===== src/rtl/unified_mem_arbiter.sv =====
// unified_mem_arbiter: shares one single-port synchronous memory (1-cycle read
// latency) between instruction fetch and the data stage. Grants are
// combinational; data has priority over fetch. The owner of the in-flight read
// is registered so the returned word can be steered to the right requester.
// Optional fetch anti-starvation guard: define UNIFIED_ARB_FAIRNESS_EN.
module unified_mem_arbiter #(
   parameter int unsigned AW         = 32,
   parameter int unsigned STARVE_MAX = 4
) (
   input  logic          clk,
   input  logic          reset_n,
   input  logic          if_req_i,
   input  logic [AW-1:0] if_addr_i,
   output logic          if_gnt_o,
   output logic          if_rvalid_o,
   output logic [31:0]   if_rdata_o,
   input  logic          d_req_i,
   input  logic [AW-1:0] d_addr_i,
   input  logic          d_read_i,
   input  logic [3:0]    d_write_byte_i,
   input  logic [31:0]   d_wdata_i,
   output logic          d_gnt_o,
   output logic          d_rvalid_o,
   output logic [31:0]   d_rdata_o,
   output logic [AW-1:0] mem_addr_o,
   output logic          mem_read_o,
   output logic [3:0]    mem_write_byte_o,
   output logic [31:0]   mem_wdata_o,
   input  logic [31:0]   mem_rdata_i
);

   typedef enum logic [1:0] {
      OWN_NONE = 2'd0,
      OWN_IF   = 2'd1,
      OWN_D    = 2'd2
   } owner_t;

   owner_t      owner_p1;
   owner_t      owner_next;
   logic        force_if;
   logic        d_gnt;
   logic        if_gnt;
   logic [31:0] if_hold_p1;
   logic [31:0] d_hold_p1;

`ifdef UNIFIED_ARB_FAIRNESS_EN
   localparam logic [3:0] STARVE_LIM = 4'(STARVE_MAX);

   logic [3:0] starve_cnt_p1;

   // Fetch wins the cycle once it has been denied STARVE_MAX times in a row.
   assign force_if = if_req_i && (starve_cnt_p1 == STARVE_LIM);

   // Count consecutive cycles in which a waiting fetch loses to data.
   always_ff @(posedge clk) begin
      if (!reset_n)
         starve_cnt_p1 <= 4'd0;
      else if (!if_req_i || if_gnt)
         starve_cnt_p1 <= 4'd0;
      else if (d_req_i)
         starve_cnt_p1 <= starve_cnt_p1 + 4'd1;
   end
`else
   logic unused_starve_cfg;

   assign force_if          = 1'b0;
   assign unused_starve_cfg = ^4'(STARVE_MAX);
`endif

   // Fixed data-over-fetch priority, overridden only by the starvation guard.
   always_comb begin
      d_gnt  = reset_n && d_req_i && !force_if;
      if_gnt = reset_n && if_req_i && (!d_req_i || force_if);
   end

   assign d_gnt_o  = d_gnt;
   assign if_gnt_o = if_gnt;

   // Steer the granted requester onto the memory port; an idle port still shows the fetch address.
   always_comb begin
      mem_addr_o       = if_addr_i;
      mem_read_o       = 1'b0;
      mem_write_byte_o = 4'd0;
      mem_wdata_o      = 32'd0;
      if (d_gnt) begin
         mem_addr_o       = d_addr_i;
         mem_read_o       = d_read_i;
         mem_write_byte_o = d_read_i ? 4'd0 : d_write_byte_i;
         mem_wdata_o      = d_wdata_i;
      end else if (if_gnt) begin
         mem_read_o = 1'b1;
      end
   end

   // Owner state register: who the word coming back next cycle belongs to.
   always_ff @(posedge clk) begin
      if (!reset_n)
         owner_p1 <= OWN_NONE;
      else
         owner_p1 <= owner_next;
   end

   // Next owner: only granted reads leave a response in flight; stores do not.
   always_comb begin
      owner_next = OWN_NONE;
      if (d_gnt && d_read_i)
         owner_next = OWN_D;
      else if (if_gnt)
         owner_next = OWN_IF;
   end

   // Responses are combinational from the owner; reset drops an in-flight word.
   assign if_rvalid_o = reset_n && (owner_p1 == OWN_IF);
   assign d_rvalid_o  = reset_n && (owner_p1 == OWN_D);
   assign if_rdata_o  = if_rvalid_o ? mem_rdata_i : if_hold_p1;
   assign d_rdata_o   = d_rvalid_o  ? mem_rdata_i : d_hold_p1;

   // Holding registers keep the last word delivered to each requester.
   always_ff @(posedge clk) begin
      if (!reset_n) begin
         if_hold_p1 <= 32'd0;
         d_hold_p1  <= 32'd0;
      end else begin
         if (if_rvalid_o)
            if_hold_p1 <= mem_rdata_i;
         if (d_rvalid_o)
            d_hold_p1 <= mem_rdata_i;
      end
   end

endmodule


===== config.mk =====
export PLATFORM = sky130hd
export DESIGN_NAME = unified_mem_arbiter
export DESIGN_NICKNAME = d
export VERILOG_FILES = /design/src/rtl/unified_mem_arbiter.sv
export SDC_FILE = /design/constraint.sdc
export NUM_CORES = 1
export LEC_CHECK = 0
export ABC_AREA = 0
export BUFFER_PORTS_ARGS = -buffer_cell sky130_fd_sc_hd__buf_2
export CAP_MARGIN = 20
export CORE_MARGIN = 5
export CORE_UTILIZATION = 42
export CTS_CLUSTER_DIAMETER = 150
export DETAILED_ROUTE_END_ITERATION = 6
export GPL_ROUTABILITY_DRIVEN = 1
export GPL_TIMING_DRIVEN = 0
export PLACE_DENSITY = 0.79
export SLEW_MARGIN = 30
export SYNTH_ARGS = -nofsm -noshare
export SYNTH_HDL_FRONTEND = slang
export SYNTH_SLANG_ARGS = --single-unit
export TNS_END_PERCENT = 50

===== constraint.sdc =====
create_clock -name clk -period 1.6 [get_ports clk]
set_input_delay 0.24 -clock clk [delete_from_list [all_inputs] [get_ports clk]]
set_output_delay 0.24 -clock clk [all_outputs]
set_load 0.02 [all_outputs]

---- Word-level counts from Yosys, hierarchy flattened ----
Index checks and enable logic that the tools add are counted.
operators by class
  eq/ne operators ......................... 2
  muxes and demuxes ....................... 10
  bitwise gates (word level) .............. 1
  reductions and logical operators ........ 8
operator list
  kind                                            count
  2-to-1 mux 32 bit                               4
  2-to-1 mux 4 bit                                2
  logical AND 1 bit                               6
  2-to-1 mux 1 bit                                3
  == test 2 x 1 -> 1 bit (second input constant)  1
  == test 2 bit (second input constant)           1
  2-to-1 mux 2 bit                                1
  OR reduction 2 bit                              1
  logical NOT 1 bit                               1
  NOT 1 bit                                       1
storage, ports and cells
  register bits ........................... 66
  bits of input ports ..................... 137
  output and inout bits ................... 137

---- Depth between registers and ports, before layout ----
  depth after elaboration ................. 4
  mapped depth ............................ 5

---- Worst setup path before layout ----
No wires, ideal clock.
  path type ............................... reg-to-output
  start point ............................. register owner_p1[1]
  end point ............................... output port d_rdata_o[0]
  arrival ................................. 1.282 ns
  required time ........................... 1.360 ns
  path slack .............................. 0.078 ns
  stages on the path, launching flop included .. 6
  buffers on the path ..................... 2
  cells stage by stage .................... dfxtp_1 -> nor2b_1 -> buf_2 -> nand2_2 -> buf_2 -> mux2_2
on the way
  longest elaborated chain between the ends .. 3
RTL lines
  item                    RTL line  RTL
  start, declared         38        owner_t owner_p1;
  start signal, assigned  100       owner_p1 <= owner_next;
  == test 2 bit           114       assign d_rvalid_o = reset_n && (owner_p1 == OWN_D);
  logical AND 1 bit       114
  2-to-1 mux 32 bit       -
  end, declared           24        output logic [31:0] d_rdata_o,
No other way between the ends.

---- Worst setup path after layout ----
  start point ............................. register owner_p1[1]
  end point ............................... output port d_rdata_o[27]
Same word-level chain as after synthesis.

==> results.toml <==
[clock_tree]
cts_buffers = 9
cts.sinks = 66
cts_tree = "yes"
clock_tree.root_cell = "clkbuf_8"
clock_latency_ns = 0.34
htree_num_levels = 3
cts_hold_buf = 0
clk_pin_slew_ns = 0.08
clockBufferDepth = 2

[floorplan]
die-area_um2 = 11210
rows = 35
start_util_pct = 42.39
core_um2 = 9109
die_y_um = 105.9
die_w_um = 105.9
io_pins = 274

[finish]
drive_gt1_share_pct = 56.37
synthToLayoutAreaGrowth_pct = 55.90
final_nets = 870
instances_no_fill = 850

[timing]
fin_ws_ns = -0.3085
hold_viol = 0
max_freq_mhz = 524.0
tightest_slew_ns = 0.5453
slew_viol_final = 0
relSlewSlack_pct = 63.65
fin_crit_sh_pct = 119.3
finalSetupViolCount = 92
post-route-min-period_ns = 1.908
skew_ns = 0.006121
rsz0062_at_grt = "true"

[synthesis]
ys.flop_type = "dfxtp_1"
yosys-top-cells-area = "dfxtp_1 34%, mux2_2 28%, a21boi_0 12%, nand2_1 12%, and3_1 5.3%"
synth_cells = 443
syn_area_per_cell_um2 = 8.716
netlist_area_um2 = 3861
syn_nets = 580
synth_edf_count = 0
yosys_warnings = 0
ys_ff_latch = 66
yosysUniqueCellTypes = 17
synth_top_cell_by_area = "dfxtp_1"
yosysMostFrequentCell = "nand2_1"
synth_common_cells = "128 x nand2_1, 96 x mux2_2, 66 x dfxtp_1"
async_reset_ff_share_pct = 0
synth.yosys.seq_area_share_pct = 34.22
synth_top_area_share_pct = 34.22

[setup_path]
crit_chain = "nor2b_4 > nand2_4 > buf_8 > mux2_2 > buf_4"
cpLargestDelayFamily = "flip-flops"
cpPeakStageDelay_ns = 0.36
cp.buffers_inverters = 2
cp-start-kind = "flop"
critPathMaxFanout = 10
arrival_ns = 1.67
cpMaxStageDelayCell = "dfxtp_4"
endpoint_kind = "output pin"
required_ns = 1.36
path_class = "flop to output pin"

[drt]
ant_nets = 0
wl_per_cell_um = 18.85
drt_iter0_drc = 200
vias = 4383
finalWirelength_um = 16020
drcViolationCount = 0
viasPerCell = 5.156
dr.pass1.iters = 4

[power_and_ir_drop]
leakage_uw = 0.003040
p_per_area_nw_per_um2 = 684.3
p_total_uw = 4119
ir_drop_v = 0.0003527

[place]
dp_cells = 826
dp_hpwl_um = 12640
routabilityCongestion = 1.045
post-place-ws_ns = -0.2136
port_buffers = 272

[global_routing]
antenna_found_initial = 1
grt_usage_pct = 26.87
grt_max_degree = 13
grt_pass1_vias = 4547
grt-ovfl-total = 0
grt_pass1_wl_um = 23680

[job]
cap_viol_max_count = 0

[worst_hold_path]
hold_path_class = "input pin to flop"

[status]
outcome = "finished, violations left"
violations = "setup timing"
==> layout by cell type, fill, tap and decap left out, types with 3 or more instances in the layout <==
cell	n
clkinv_2	3
and3_1	33
clkbuf_8	9
a21boi_0	64
clkbuf_2	3
nand2_1	128
mux2_2	93
clkbuf_1	20
mux2_4	3
buf_4	15
dfxtp_1	64
clkinvlp_4	3
buf_8	6
buf_6	39
nor3b_1	4
buf_2	230
==> layout make-up <==
cell class,count,area (µm²)
multi-input combinational,336,2401
sequential,66,1329
tap,111,138.9
buffer,36,224.0
antenna,1,2.502
inverter,3,11.26
clock inverter,7,46.29
clock buffer,9,123.9
fill,773,3089
timing repair buffer,281,1743
==> power by group <==
part,switching (µW),leakage [µW],internal [µW],total [µW]
Sequential,27.4,0.000537,1690,1720
Clock,669,0.0000810,555,1220
Combinational,646,0.00242,528,1170
==> cells by family after synthesis <==
kind of cell,count (synthesis),share of synthesized area (%)
buffers and inverters,41,4.763
muxes,97,28.26
DFF,66,34.22
AOI/OAI and AO/OA,64,12.44
and+or+nand+nor,175,20.32
==> metal layers <==
layer	vias to the layer above	track usage, %	share of wire, %
li1	2087	-	-
met1	2037	30.44	38
met2	215	45.72	49
met3	44	8.389	8.8
met4	0	12.95	4.0
met5	-	0	0
==> path summary, 6_finish.rpt <==
kind              slack (ns)                      from  cells after the start                         to
setup / recovery       -0.31    owner_p1[1]$_SDFF_PN0_                      5              d_rdata_o[27]
hold reg to reg         0.47  d_hold_p1[11]$_SDFF_PN0_                      2   d_hold_p1[11]$_SDFF_PN0_
hold / removal          0.17            mem_rdata_i[2]                      3   if_hold_p1[2]$_SDFF_PN0_
setup reg to reg        0.07    owner_p1[0]$_SDFF_PP0_                      5  if_hold_p1[25]$_SDFF_PN0_
==> worst reg2reg max path, cell delays in order, from the launching register on <==
cell	delay (ns)
dfxtp_4	0.37
nor2b_4	0.22
buf_4	0.16
clkbuf_1	0.39
nand2_1	0.13
a21boi_0	0.19
==> sequential cells by signal, summed over array words and instances, names as in the netlist <==
signal,count
d_hold_p1,32
if_hold_p1,32
owner_p1,2
==> through the flow <==
stage	TNS, ns	utilization, %	cell area, µm²	hold slack [ns]
CTS	-17.73	64.44	5869	0.1668
finish	-18.53	66.09	6020	0.1692
global route	-24.65	66.09	6020	0.1814
floorplan	0	-	3861	0.3849
detailed placement	-14.75	58.86	5361	0.4565
global placement	-13.33	58.86	5361	0.4462
==> repair_timing <==
item	4_1_cts	5_1_grt
setup buffers	6	0
pin swaps	2	0
resized for setup	82	44
gates cloned	2	1
setup endpoints to repair	127	137
Note: power is estimated with default switching activity, not from simulation.
